[src/rtl/ifu_fetch_if.sv]
// Fetch-unit bus bundle: memory read port, decode handshake, next-PC update and fault status.
// master = fetch unit, slave = surrounding core/memory.
interface ifu_fetch_if;
    localparam int unsigned XLEN = 32;

    logic            mem_req_valid;
    logic            mem_req_ready;
    logic [XLEN-1:0] mem_req_addr;
    logic            mem_resp_valid;
    logic [XLEN-1:0] mem_resp_data;
    logic            mem_resp_err;
    logic            IFU_valid;
    logic            IDU_ready;
    logic [XLEN-1:0] inst;
    logic [XLEN-1:0] pc;
    logic            pc_upd_valid;
    logic [XLEN-1:0] pc_upd;
    logic            fetch_err;
    logic [1:0]      err_cause;

    modport master (
        output mem_req_valid, mem_req_addr, IFU_valid, inst, pc, fetch_err, err_cause,
        input  mem_req_ready, mem_resp_valid, mem_resp_data, mem_resp_err,
               IDU_ready, pc_upd_valid, pc_upd
    );

    modport slave (
        input  mem_req_valid, mem_req_addr, IFU_valid, inst, pc, fetch_err, err_cause,
        output mem_req_ready, mem_resp_valid, mem_resp_data, mem_resp_err,
               IDU_ready, pc_upd_valid, pc_upd
    );
endinterface

[src/rtl/ifu_fetch.sv]
// Non-pipelined instruction fetch unit: one memory read per instruction, presents the
// word to decode over a valid/ready handshake, then waits for the next PC.
module ifu_fetch #(
    parameter logic [31:0] RESET_PC = 32'h8000_0000,
    parameter int unsigned TIMEOUT  = 255
) (
    input logic          clk,
    input logic          rst,
    ifu_fetch_if.master  bus
);
    localparam int unsigned XLEN  = 32;
    localparam int unsigned CNT_W = 8;

    localparam logic [1:0] ERR_NONE     = 2'd0;
    localparam logic [1:0] ERR_MISALIGN = 2'd1;
    localparam logic [1:0] ERR_MEM      = 2'd2;
    localparam logic [1:0] ERR_TIMEOUT  = 2'd3;

    typedef enum logic [2:0] {
        S_REQ,
        S_RESP,
        S_SEND,
        S_WAITPC,
        S_ERR
    } state_e;

    state_e           state_q, state_d;
    logic [XLEN-1:0]  pc_q, pc_d;
    logic [XLEN-1:0]  inst_q, inst_d;
    logic             ifu_valid_q, ifu_valid_d;
    logic             req_valid_q, req_valid_d;
    logic             fetch_err_q, fetch_err_d;
    logic [1:0]       err_cause_q, err_cause_d;
    logic [CNT_W-1:0] cnt_q, cnt_d;
    logic             pend_valid_q, pend_valid_d;
    logic [XLEN-1:0]  pend_pc_q, pend_pc_d;

    logic             cnt_at_limit;

    assign cnt_at_limit = (cnt_q == CNT_W'(TIMEOUT));

    // Next-state and registered-output logic
    always_comb begin
        state_d      = state_q;
        pc_d         = pc_q;
        inst_d       = inst_q;
        ifu_valid_d  = ifu_valid_q;
        req_valid_d  = req_valid_q;
        fetch_err_d  = fetch_err_q;
        err_cause_d  = err_cause_q;
        cnt_d        = cnt_q;
        pend_valid_d = pend_valid_q;
        pend_pc_d    = pend_pc_q;

        case (state_q)
            S_REQ: begin
                if (pc_q[1:0] != 2'b00) begin
                    req_valid_d = 1'b0;
                    fetch_err_d = 1'b1;
                    err_cause_d = ERR_MISALIGN;
                    state_d     = S_ERR;
                end else if (req_valid_q && bus.mem_req_ready) begin
                    req_valid_d = 1'b0;
                    cnt_d       = '0;
                    state_d     = S_RESP;
                end else begin
                    req_valid_d = 1'b1;
                end
            end

            S_RESP: begin
                cnt_d = cnt_at_limit ? cnt_q : cnt_q + CNT_W'(1);
                if (bus.pc_upd_valid) begin
                    pend_valid_d = 1'b1;
                    pend_pc_d    = bus.pc_upd;
                end
                // A response in the limit cycle still wins over the timeout
                if (bus.mem_resp_valid) begin
                    if (bus.mem_resp_err) begin
                        fetch_err_d = 1'b1;
                        err_cause_d = ERR_MEM;
                        state_d     = S_ERR;
                    end else begin
                        inst_d      = bus.mem_resp_data;
                        ifu_valid_d = 1'b1;
                        state_d     = S_SEND;
                    end
                end else if (cnt_at_limit) begin
                    fetch_err_d = 1'b1;
                    err_cause_d = ERR_TIMEOUT;
                    state_d     = S_ERR;
                end
            end

            S_SEND: begin
                if (bus.pc_upd_valid) begin
                    pend_valid_d = 1'b1;
                    pend_pc_d    = bus.pc_upd;
                end
                if (ifu_valid_q && bus.IDU_ready) begin
                    ifu_valid_d = 1'b0;
                    state_d     = S_WAITPC;
                end
            end

            S_WAITPC: begin
                // A live pulse is newer than anything parked in the pending register
                if (bus.pc_upd_valid) begin
                    pc_d         = bus.pc_upd;
                    pend_valid_d = 1'b0;
                    state_d      = S_REQ;
                end else if (pend_valid_q) begin
                    pc_d         = pend_pc_q;
                    pend_valid_d = 1'b0;
                    state_d      = S_REQ;
                end
            end

            S_ERR: begin
                fetch_err_d = 1'b1;
                ifu_valid_d = 1'b0;
                req_valid_d = 1'b0;
            end

            default: begin
                state_d = S_REQ;
            end
        endcase
    end

    always_ff @(posedge clk or negedge rst) begin
        if (!rst) begin
            state_q      <= S_REQ;
            pc_q         <= RESET_PC;
            inst_q       <= '0;
            ifu_valid_q  <= 1'b0;
            req_valid_q  <= 1'b0;
            fetch_err_q  <= 1'b0;
            err_cause_q  <= ERR_NONE;
            cnt_q        <= '0;
            pend_valid_q <= 1'b0;
            pend_pc_q    <= '0;
        end else begin
            state_q      <= state_d;
            pc_q         <= pc_d;
            inst_q       <= inst_d;
            ifu_valid_q  <= ifu_valid_d;
            req_valid_q  <= req_valid_d;
            fetch_err_q  <= fetch_err_d;
            err_cause_q  <= err_cause_d;
            cnt_q        <= cnt_d;
            pend_valid_q <= pend_valid_d;
            pend_pc_q    <= pend_pc_d;
        end
    end

    assign bus.mem_req_valid = req_valid_q;
    assign bus.mem_req_addr  = pc_q;
    assign bus.IFU_valid     = ifu_valid_q;
    assign bus.inst          = inst_q;
    assign bus.pc            = pc_q;
    assign bus.fetch_err     = fetch_err_q;
    assign bus.err_cause     = err_cause_q;

endmodule

[src/flat_wrapper.sv]
// flat-port wrapper written by rule: the top's interface ports become plain ports
module ifu_fetch_flat 
#(
    parameter logic [31:0] RESET_PC = 32'h8000_0000,
    parameter int unsigned TIMEOUT  = 255
)
  (clk, rst, bus_mem_req_valid, bus_mem_req_addr, bus_IFU_valid, bus_inst, bus_pc, bus_fetch_err, bus_err_cause, bus_mem_req_ready, bus_mem_resp_valid, bus_mem_resp_data, bus_mem_resp_err, bus_IDU_ready, bus_pc_upd_valid, bus_pc_upd);
  ifu_fetch_if bus_i ();
  input logic clk;
  input logic rst;
  output wire logic [$bits(bus_i.mem_req_valid)-1:0] bus_mem_req_valid;
  output wire logic [$bits(bus_i.mem_req_addr)-1:0] bus_mem_req_addr;
  output wire logic [$bits(bus_i.IFU_valid)-1:0] bus_IFU_valid;
  output wire logic [$bits(bus_i.inst)-1:0] bus_inst;
  output wire logic [$bits(bus_i.pc)-1:0] bus_pc;
  output wire logic [$bits(bus_i.fetch_err)-1:0] bus_fetch_err;
  output wire logic [$bits(bus_i.err_cause)-1:0] bus_err_cause;
  input wire logic [$bits(bus_i.mem_req_ready)-1:0] bus_mem_req_ready;
  input wire logic [$bits(bus_i.mem_resp_valid)-1:0] bus_mem_resp_valid;
  input wire logic [$bits(bus_i.mem_resp_data)-1:0] bus_mem_resp_data;
  input wire logic [$bits(bus_i.mem_resp_err)-1:0] bus_mem_resp_err;
  input wire logic [$bits(bus_i.IDU_ready)-1:0] bus_IDU_ready;
  input wire logic [$bits(bus_i.pc_upd_valid)-1:0] bus_pc_upd_valid;
  input wire logic [$bits(bus_i.pc_upd)-1:0] bus_pc_upd;
  assign bus_mem_req_valid = bus_i.mem_req_valid;
  assign bus_mem_req_addr = bus_i.mem_req_addr;
  assign bus_IFU_valid = bus_i.IFU_valid;
  assign bus_inst = bus_i.inst;
  assign bus_pc = bus_i.pc;
  assign bus_fetch_err = bus_i.fetch_err;
  assign bus_err_cause = bus_i.err_cause;
  assign bus_i.mem_req_ready = bus_mem_req_ready;
  assign bus_i.mem_resp_valid = bus_mem_resp_valid;
  assign bus_i.mem_resp_data = bus_mem_resp_data;
  assign bus_i.mem_resp_err = bus_mem_resp_err;
  assign bus_i.IDU_ready = bus_IDU_ready;
  assign bus_i.pc_upd_valid = bus_pc_upd_valid;
  assign bus_i.pc_upd = bus_pc_upd;
  ifu_fetch #(.RESET_PC(RESET_PC), .TIMEOUT(TIMEOUT)) u_core (.clk(clk), .rst(rst), .bus(bus_i));
endmodule
[config.mk]
export PLATFORM = sky130hd
export DESIGN_NAME = ifu_fetch_flat
export DESIGN_NICKNAME = d
export VERILOG_FILES = /design/src/rtl/ifu_fetch_if.sv /design/src/rtl/ifu_fetch.sv /design/src/flat_wrapper.sv
export SDC_FILE = /design/constraint.sdc
export NUM_CORES = 1
export LEC_CHECK = 0
export CAP_MARGIN = 10
export CORE_MARGIN = 4
export CORE_UTILIZATION = 57
export DETAILED_ROUTE_END_ITERATION = 10
export DONT_BUFFER_PORTS = 1
export PLACE_DENSITY = 0.84
export SLEW_MARGIN = 20
export SYNTH_ARGS = -nofsm -noshare
export SYNTH_HDL_FRONTEND = slang
export SYNTH_SLANG_ARGS = --single-unit
[constraint.sdc]
create_clock -name clk -period 2 [get_ports clk]
set_input_delay 0.1 -clock clk [delete_from_list [all_inputs] [get_ports clk]]
set_output_delay 0.1 -clock clk [all_outputs]
set_load 0.01 [all_outputs]
==> out/metrics.yaml <==
status: "finished, violations left"
violations: "hold timing"
wl_per_cell_um: 19.68
avgSynthCellArea_sq_um: 12.60
syn_area_sq_um: 5116
sequentialPowerShare_pct: 45.9
syn2layout_area_growth_pct: 22.57
multiInputGateArea_sq_um: 1873
viasPerCell: 5.845
maxCapViolCount: 0
finalSetupViolCount: 0
cts_tree: "yes"
worstMarginPinSlew_ns: 0.6365
grt_max_degree: 114
post-place-ws_ns: 0.08356
boundaryPins: 172
place_area_sq_um: 4969
numPortBuffers: 0
cts_max_level: 4
hpwl_um: 6482
crit_path_start_kind: "register"
crit_fanout: 34
clkLatencyLatePin_ns: 0.51
path_clk_slew_ns: 0.06
worstHoldPathType: "input port to async pin"
synth_nets: 478
nets: 520
net-switching-power_mw: 2.107
async_flop_share_pct: 100.0
end_kind: "register"
ctsHoldBuffers: 69
fin_tns_setup_ns: 0
first_pass_iters: 4
swShare_pct: 28.32
die_y_um: 102.7
die_width_um: 102.7
post-route-min-period_ns: 1.926
ys_types: 44
fmax_mhz: 519.3
grt_pass1_vias: 3475
ant_nets: 0
slew_viol_final: 0
grt.overflow.total: 0
crit_arrival_ns: 2.31
cts_buffer_depth: 2
intPower_mw: 5.333
postCtsSetupBuffers: 0
peakVddDrop_uv: 754.9
finClkSkew_ns: 0.01357
post-route-period-util_pct: 96.29
hold-worst-slack_ns: -0.7088
synth_flop_cell: "dfrtp_1"
gp_congestion: 0.8308
track_usage_pct: 21.82
dp_cells: 468
powerDensity_nw_per_um2: 1186
p_comb_share_pct: 13.9
die_area_sq_um: 10560
fp-row-count: 34
cts_buffers: 17
start_util_pct: 58.67
ys_seq_area_share_pct: 55.29
nFillCells: 564
syn_inst: 406
drt_iter0_markers: 79
ys_warn_count: 0
fin_ws_ns: 0.07422
cts-root-buf: "clkbuf_8"
rsz0062_at_grt: "false"
drcViolationCount: 0
crit_type: "register to register"
ys_seq_elements: 113
hold_viol_final: 113
r2r_start: "u_core.state_q[1]"
cp_data_required_time_ns: 2.39
layout-drive-gt1-share_pct: 24.30
stdcell_area_sq_um: 6271
reg2reg_depth: 4
pwr-share-clk_pct: 40.2
cts.sinks: 113
num_vias: 3326
grt_pass1_wl_um: 17570
cts_resized: 0
startpoint: "u_core.state_q[1]"
drt_wl_total_um: 11200
diodes: 0
regArea_sq_um: 2829
p_leak_nw: 2.959
core-area_sq_um: 8721
synth_enable_flop_cells: 0
slew_headroom_pct: 57.12
antenna_found_initial: 0
final_cell_count_no_fill: 569
worst max-delay path: stages (launching register included):
cell     delay [ns]
dfrtp_1        0.37
or3b_4         0.42
or3_2          0.46
buf_12         0.22
mux2_4         0.33
registers in the layout, indices dropped and copies added (netlist names):
name                      count
u_core.bus.inst              32
u_core.pend_pc_q             32
u_core.pend_valid_q           1
u_core.bus.fetch_err          1
u_core.bus.err_cause          2
u_core.state_q                3
u_core.bus.mem_req_valid      1
u_core.bus.mem_req_addr      32
u_core.cnt_q                  8
u_core.bus.IFU_valid          1
worst paths after layout:
kind	end	slack, ns
min	u_core.cnt_q[5]	-0.71
min reg2reg	u_core.pend_pc_q[0]	0.50
max reg2reg	u_core.bus.inst[19]	0.07
max in group asynchronous	u_core.bus.mem_req_addr[31]	2.39
max	u_core.bus.inst[19]	0.07
min in group clk	u_core.bus.mem_req_addr[31]	0.04
metal layers:
| metal | GRT usage [%] | vias up | part of all wire, % |
|---|---|---|---|
| met5 | 0 | - | 0 |
| met4 | 6.673 | 0 | 1.3 |
| met3 | 10.08 | 16 | 9.5 |
| met2 | 36.49 | 143 | 49 |
| met1 | 25.19 | 1681 | 40 |
| li1 | - | 1486 | - |
logic make-up after synthesis:
family,Yosys count,share of synthesized area [%]
flip-flops,113,55.29
AO/OA/AOI/OAI,66,7.581
XOR/XNOR,1,0.1712
AND/OR/NAND/NOR,67,6.163
buffers and inverters,62,8.144
multiplexers,96,22.40
adder cells (fa/ha/maj),1,0.2445
synth_stat cells, types with 4 or more instances:
cell type	instances	share of area, %
dfrtp_1	112	55
a21oi_1	37	3.6
nor2_1	37	2.7
mux2_2	36	7.9
buf_4	33	4.8
mux2i_1	32	6.3
mux2_4	28	8.2
nand2_1	8	0.59
buf_1	7	0.51
buf_2	7	0.68
inv_1	7	0.51
o21ai_0	7	0.68
clkbuf_1	4	0.29
o211ai_1	4	0.59
o31ai_1	4	0.59
cell type report:
cell class	instances	share of cell area, %
Clock buffer	19	6.883
Sequential cell	113	45.11
Multi-Input combinational cell	231	29.87
Clock inverter	13	2.594
Inverter	7	0.4190
Timing Repair Buffer	78	12.97
Tap cell	108	2.155
power by group through the flow:
stage	sequential (mW)	clock (mW)	combinational, mW
4_1_cts	3.40	3.04	1.02
5_1_grt	3.49	3.17	1.17
3_3_place_gp	3.40	0	0.808
2_1_floorplan	3.24	0	1.01
6_report	3.41	2.99	1.04
3_5_place_dp	3.44	0	0.873
layout by cell type, fill, tap and decap left out, drive strengths merged, types with 4 or more instances in the layout:
master / instances
buf: 10
o31ai: 4
mux2i: 32
dfrtp: 112
mux2: 64
a21oi: 37
nor2: 37
clkinv: 6
dlygate4sd3: 68
nand2: 8
o21ai: 7
inv: 8
o211ai: 4
clkbuf: 19
through the flow:
| stage | total power [mW] | util [%] |
|---|---|---|
| CTS | 7.472 | 71.91 |
| global route | 7.826 | 71.91 |
| global placement | 4.213 | 56.97 |
| detailed placement | 4.309 | 56.97 |
| floorplan | 4.243 | - |
| finish | 7.440 | 71.91 |
Power figures use the tool's default switching activity.
